===== src/rtl/nmos_pkg.sv =====
// Shared helpers for the NMOS unload register: counter sizing and
// shift-chain wiring that depends on the serial bit order.
package nmos_pkg;

    function automatic int cnt_w(input int width);
        return $clog2(width + 1);
    endfunction

    // Index of the slave bit that feeds master[i] on a shift, or -1 for zero fill.
    function automatic int shift_src(input int i, input int width, input bit msb_first);
        if (msb_first) return i - 1;
        return (i == width - 1) ? -1 : i + 1;
    endfunction

    function automatic int so_idx(input int width, input bit msb_first);
        return msb_first ? width - 1 : 0;
    endfunction

endpackage


===== src/rtl/nmos_piso_unload_ms_bit.sv =====
// One master/slave cell: the master takes parallel data or a shifted neighbour,
// and the slave copies the master on the PHI1 qualifier.
module nmos_ms_bit (
    input  logic main_clk,
    input  logic R_n,
    input  logic d_i,
    input  logic sin_i,
    input  logic ld_i,
    input  logic shift_en_i,
    input  logic c1_i,
    output logic slave_o
);

    logic master_q, master_d;
    logic slave_q,  slave_d;

    always_comb begin
        master_d = master_q;
        if (ld_i)            master_d = d_i;
        else if (shift_en_i) master_d = sin_i;
        slave_d = c1_i ? master_q : slave_q;
    end

    always_ff @(posedge main_clk or negedge R_n) begin
        if (!R_n) begin
            master_q <= 1'b0;
            slave_q  <= 1'b0;
        end else begin
            master_q <= master_d;
            slave_q  <= slave_d;
        end
    end

    assign slave_o = slave_q;

endmodule


===== src/rtl/nmos_piso_unload.sv =====
// Parallel-load, serial-out unload register with two-phase (PHI1/PHI2) timing
// qualified on a single simulation clock.
module nmos_piso_unload
    import nmos_pkg::*;
#(
    parameter int WIDTH     = 8,
    parameter int MSB_FIRST = 1
) (
    input  logic             main_clk,
    input  logic             R_n,
    input  logic             C1,
    input  logic             C2,
    input  logic             LD,
    input  logic [WIDTH-1:0] D,
    output logic             SO,
    output logic             SO_n,
    output logic             BUSY,
    output logic             DONE
);

    localparam int CW     = cnt_w(WIDTH);
    localparam int SO_IDX = so_idx(WIDTH, MSB_FIRST != 0);

    logic [CW-1:0]    cnt_q, cnt_d;
    logic             ld_pend_q, ld_pend_d;
    logic             done_q, done_d;
    logic [WIDTH-1:0] slave;
    logic             shift_en;

    // Shifting only while bits remain keeps an idle register frozen at zero.
    assign shift_en = C2 && (cnt_q != '0);

    for (genvar i = 0; i < WIDTH; i++) begin : g_bit
        localparam int SRC = shift_src(i, WIDTH, MSB_FIRST != 0);
        logic sin;
        if (SRC < 0) begin : g_fill
            assign sin = 1'b0;
        end else begin : g_chain
            assign sin = slave[SRC];
        end
        nmos_ms_bit u_cell (
            .main_clk   (main_clk),
            .R_n        (R_n),
            .d_i        (D[i]),
            .sin_i      (sin),
            .ld_i       (LD),
            .shift_en_i (shift_en),
            .c1_i       (C1),
            .slave_o    (slave[i])
        );
    end

    always_comb begin
        cnt_d     = cnt_q;
        ld_pend_d = ld_pend_q;
        done_d    = 1'b0;
        if (C1) begin
            if (ld_pend_q) begin
                cnt_d     = CW'(WIDTH);
                ld_pend_d = 1'b0;
            end else if (cnt_q != '0) begin
                cnt_d  = cnt_q - CW'(1);
                // A load arriving on the final edge aborts the word, so no DONE.
                done_d = (cnt_q == CW'(1)) && !LD;
            end
        end
        if (LD) ld_pend_d = 1'b1;
    end

    always_ff @(posedge main_clk or negedge R_n) begin
        if (!R_n) begin
            cnt_q     <= '0;
            ld_pend_q <= 1'b0;
            done_q    <= 1'b0;
        end else begin
            cnt_q     <= cnt_d;
            ld_pend_q <= ld_pend_d;
            done_q    <= done_d;
        end
    end

    assign SO   = slave[SO_IDX];
    assign SO_n = ~slave[SO_IDX];
    assign BUSY = ld_pend_q | (cnt_q != '0);
    assign DONE = done_q;

endmodule

===== config.mk =====
export PLATFORM = sky130hd
export DESIGN_NAME = nmos_piso_unload
export DESIGN_NICKNAME = d
export VERILOG_FILES = /design/src/rtl/nmos_pkg.sv /design/src/rtl/nmos_piso_unload_ms_bit.sv /design/src/rtl/nmos_piso_unload.sv
export SDC_FILE = /design/constraint.sdc
export NUM_CORES = 1
export LEC_CHECK = 0
export CORE_ASPECT_RATIO = 1.25
export CORE_MARGIN = 3
export CORE_UTILIZATION = 46
export DETAILED_ROUTE_END_ITERATION = 8
export PLACE_DENSITY = 0.73
export SYNTH_ARGS = -nofsm -noshare
export SYNTH_HDL_FRONTEND = slang
export SYNTH_SLANG_ARGS = --single-unit

===== constraint.sdc =====
create_clock -name main_clk -period 1.8 [get_ports main_clk]
set_input_delay 0.36 -clock main_clk [delete_from_list [all_inputs] [get_ports main_clk]]
set_output_delay 0.36 -clock main_clk [all_outputs]
set_load 0.1 [all_outputs]

==> reports/results.env <==
TIMING.HOLD.WORST.CLASS='in2async'
UNREPAIRED_SETUP_ENDPOINTS_AFTER_GLOBAL_ROUTING='yes'
HPWLAFTERDP_MM=1.57
SETUP.WORST_PATH.CLASS='reg2out'
PORT-BUFFER-COUNT=16
TIMING.FMAX_GHz=0.476
VDD_DROP_MAX_uV=697
SLEW_AT_THE_PIN_WITH_THE_WORST_MAX_SLEW_SLACK_NS=0.338
POSTSYNTH.TOPFLOPCELL='dfrtp_1'
MAX-CLOCK-PATH-BUFFERS=2
DRT_ITER0_MARKERS=9
DRT.ANTENNA.VIOLATING_NETS=0
ROUTE.DETAILED.VIAS_PER_INST=5.21
AVGROUTEDWIREPERCELL_UM=14.3
SYNTH.YOSYS.SEQ_AREA_SHARE_PCT=50.9
GRT_PASS1_WL_MM=3.73
ANTENNA-DIODE-COUNT=0
FIRST_GLOBAL_VIAS=835
OVERFLOW=0
SYNTH_SEQ_CELLS=22
DPL_CELL_AREA_UM2=1380
CTS.ROOT.BUFFER_CELL='clkbuf_4'
POSTSYNTHNETCOUNT=109
TIMING.CRITICAL_PATH.SLOWEST_CELL_DELAY_NS=0.41
DIE_AREA_UM2=2970
CTS_BUFFERS=3
CORE-AREA_UM2=2210
FINALWORSTSETUPSLACK_NS=-0.301
ROUTE.DETAILED.DRC=0
CAP_VIOL_MAX_COUNT=0
FLOORPLAN.IO_PINS=17
HOLDBUFCOUNTCTS=0
NETLIST_INSTANCES=93
CRIT_END_ELEMENT='output port'
START_UTIL_PCT=48.9
FLOORPLAN.DIE.HEIGHT_UM=60.2
FP-ROW-COUNT=19
P_LEAK_nW=0.659
FLOORPLAN.DIE.WIDTH_UM=49.4
SYNTH_EDF_COUNT=0
CLOCK_TREE.HTREE_LEVEL_COUNT=1
CLKLATENCYLATEPIN_NS=0.31
SYN_AREA_UM2=1080
FINALCRITPERIODSHARE_PCT=117
FILL_CELLS=199
HOLD_VIOL_FINAL=0
DRT-TOTAL-WL_MM=2.15
FIN_WORST_SKEW_NS=0.00557
WORST_SETUP_PATH_START_KIND='flop'
GRT_MAX_DEGREE=20
SLEW_HEADROOM_PCT=77.4
TRITONCTS='yes'
WORST_EP_REQUIRED_TIME_NS=1.44
VIA_COUNT_OF_THE_ROUTED_DESIGN=782
WORST-PATH-MAX-FANOUT=2
REGAREA_UM2=552
CLOCK_SINK_COUNT=22
SETUP_VIOLATIONS=1
AREA_GROWTH_SYN_TO_LAYOUT_PCT=34.8
POST-ROUTE-CELL-AREA_UM2=1460
CRIT_PATH_CELL_TRACE='inv_2 > ha_4 > or3b_4 > or2_4 > buf_12'
FAILED_CHECKS='setup timing'
SYN_AREA_PER_CELL_UM2=11.6
POWERDENSITY_nW_PER_UM2=1060
POST_ROUTE_CELLS_DRIVE_ABOVE_1_SHARE_PCT=38.7
CLK_PIN_SLEW_NS=0.12
WORST_HOLD_SLACK_NS=0.337
GPL.FINAL_WEIGHTED_CONGESTION=0.756
NETS=136
OUTCOME='finished, violations left'
REGTOREGSETUPSLACK_NS=0.09
GRT_ANTENNA_BEFORE_REPAIR=0
SLOWEST_STAGE='dfrtp_1'
SYNTHARSTFLOPSHARE_PCT=100
MULTI_INPUT_AREA_UM2=463
WORST-ENDPOINT-ARRIVAL_NS=1.74
FINAL_PERIOD_MINUS_WORST_SETUP_SLACK_NS=2.10
DRV_SLEW=0
SYNTH_CELL_TYPE_COUNT=23
YS_WARN_COUNT=0
GLOBALROUTETOTALUTIL_PCT=16.9
DRT_PRE_ANTENNA_ITERS=4
what timing repair did:
item                                    CTS  global route
buffers inserted                          1             1
cloned                                    0             0
hold endpoints to repair                  0             0
endpoints found under the setup margin    1             5
pin swaps                                 0             1
gates resized for setup                   2             2
power breakdown:
part	total [mW]	switching, mW	internal [mW]
clock network	0.374	0.149	0.225
registers	0.645	0.0628	0.582
logic	0.519	0.251	0.268
total	1.54	0.463	1.08
logic make-up after synthesis:
kind of cell / synth area share, %
flops: 50.9
fa+ha+maj: 3.47
simple gates: 6.13
buf+inv: 7.64
compound gates: 22.1
mux: 9.72
per-layer routing:
layer	vias up	wire length (um)	part of all wire (%)	GRT usage, %
met1	386	873	41	19.1
met5	-	0	0	0
met4	0	49	2.3	10.6
li1	380	-	-	-
met2	12	1150	54	29.5
met3	4	69	3.2	2.99
through the flow:
| stage | instances | utilization [%] | power [mW] | worst slack [ns] | setup TNS [ns] |
|---|---|---|---|---|---|
| after floorplan | 93 | - | 0.983 | -0.0785 | -0.0785 |
| after global placement | 144 | 62.3 | 1.12 | 0.0670 | 0 |
| after detailed placement | 144 | 62.3 | 1.15 | 0.0173 | 0 |
| after CTS | 149 | 65.0 | 1.54 | -0.299 | -0.299 |
| after global routing | 150 | 65.9 | 1.63 | -0.360 | -0.360 |
| final | 150 | 65.9 | 1.54 | -0.301 | -0.301 |
cell usage in the layout (no fill, tap or decap), types with 2 or more instances in the layout:
master,synthesis,routed
ha_1,3,2
a21boi_0,8,8
nor4_1,2,2
o21ai_0,5,5
buf_12,0,5
nand2_1,2,2
inv_1,12,9
clkdlybuf4s50_1,0,12
a2bb2oi_1,7,7
buf_4,0,11
dfrtp_1,22,21
mux2_2,8,8
clkbuf_4,0,3
inv_2,0,2
a31o_2,7,7
area by class of cell:
cell class                      instances  share of cell area [%]
Tap cell                               31                    2.66
Inverter                               12                    3.35
Multi-Input combinational cell         53                    31.8
Sequential cell                        22                    37.9
Clock buffer                            3                    1.55
Timing Repair Buffer                   28                    20.8
Clock inverter                          1                    2.06
final timing paths:
check                                    startpoint  cells after the start                       to
setup / recovery                           cnt_q[0]                      5                     BUSY
hold / removal                                  R_n                      2  g_bit[3].u_cell.slave_o
setup reg to reg                           cnt_q[0]                      6                 cnt_q[0]
hold reg to reg            g_bit[7].u_cell.master_q                      2  g_bit[7].u_cell.slave_o
max in group asynchronous                       R_n                      2  g_bit[7].u_cell.slave_o
min in group main_clk      g_bit[7].u_cell.master_q                      2  g_bit[7].u_cell.slave_o
Yosys cell counts (2+ instances only):
cell | count | area [um2]
dfrtp_1 | 22 | 551
inv_1 | 12 | 45.0
a21boi_0 | 8 | 60.1
mux2_2 | 8 | 90.1
a2bb2oi_1 | 7 | 61.3
a31o_2 | 7 | 61.3
o21ai_0 | 5 | 25.0
clkbuf_1 | 4 | 15.0
ha_1 | 3 | 37.5
buf_6 | 2 | 22.5
nand2_1 | 2 | 7.51
nor4_1 | 2 | 12.5
registers in the layout (all words and copies together), names as in the netlist:
signal,count
g_bit.u_cell.master_q,8
cnt_q,4
ld_pend_q,1
g_bit.u_cell.slave_o,8
DONE,1
worst max-delay path: cells and delay by family, from the launching register on:
family                     cells  cell delay [ns]
adders and majority gates      1             0.13
DFF                            1             0.41
buffers and inverters          2             0.25
and+or+nand+nor                2             0.64
(Power assumes the default switching activity.)
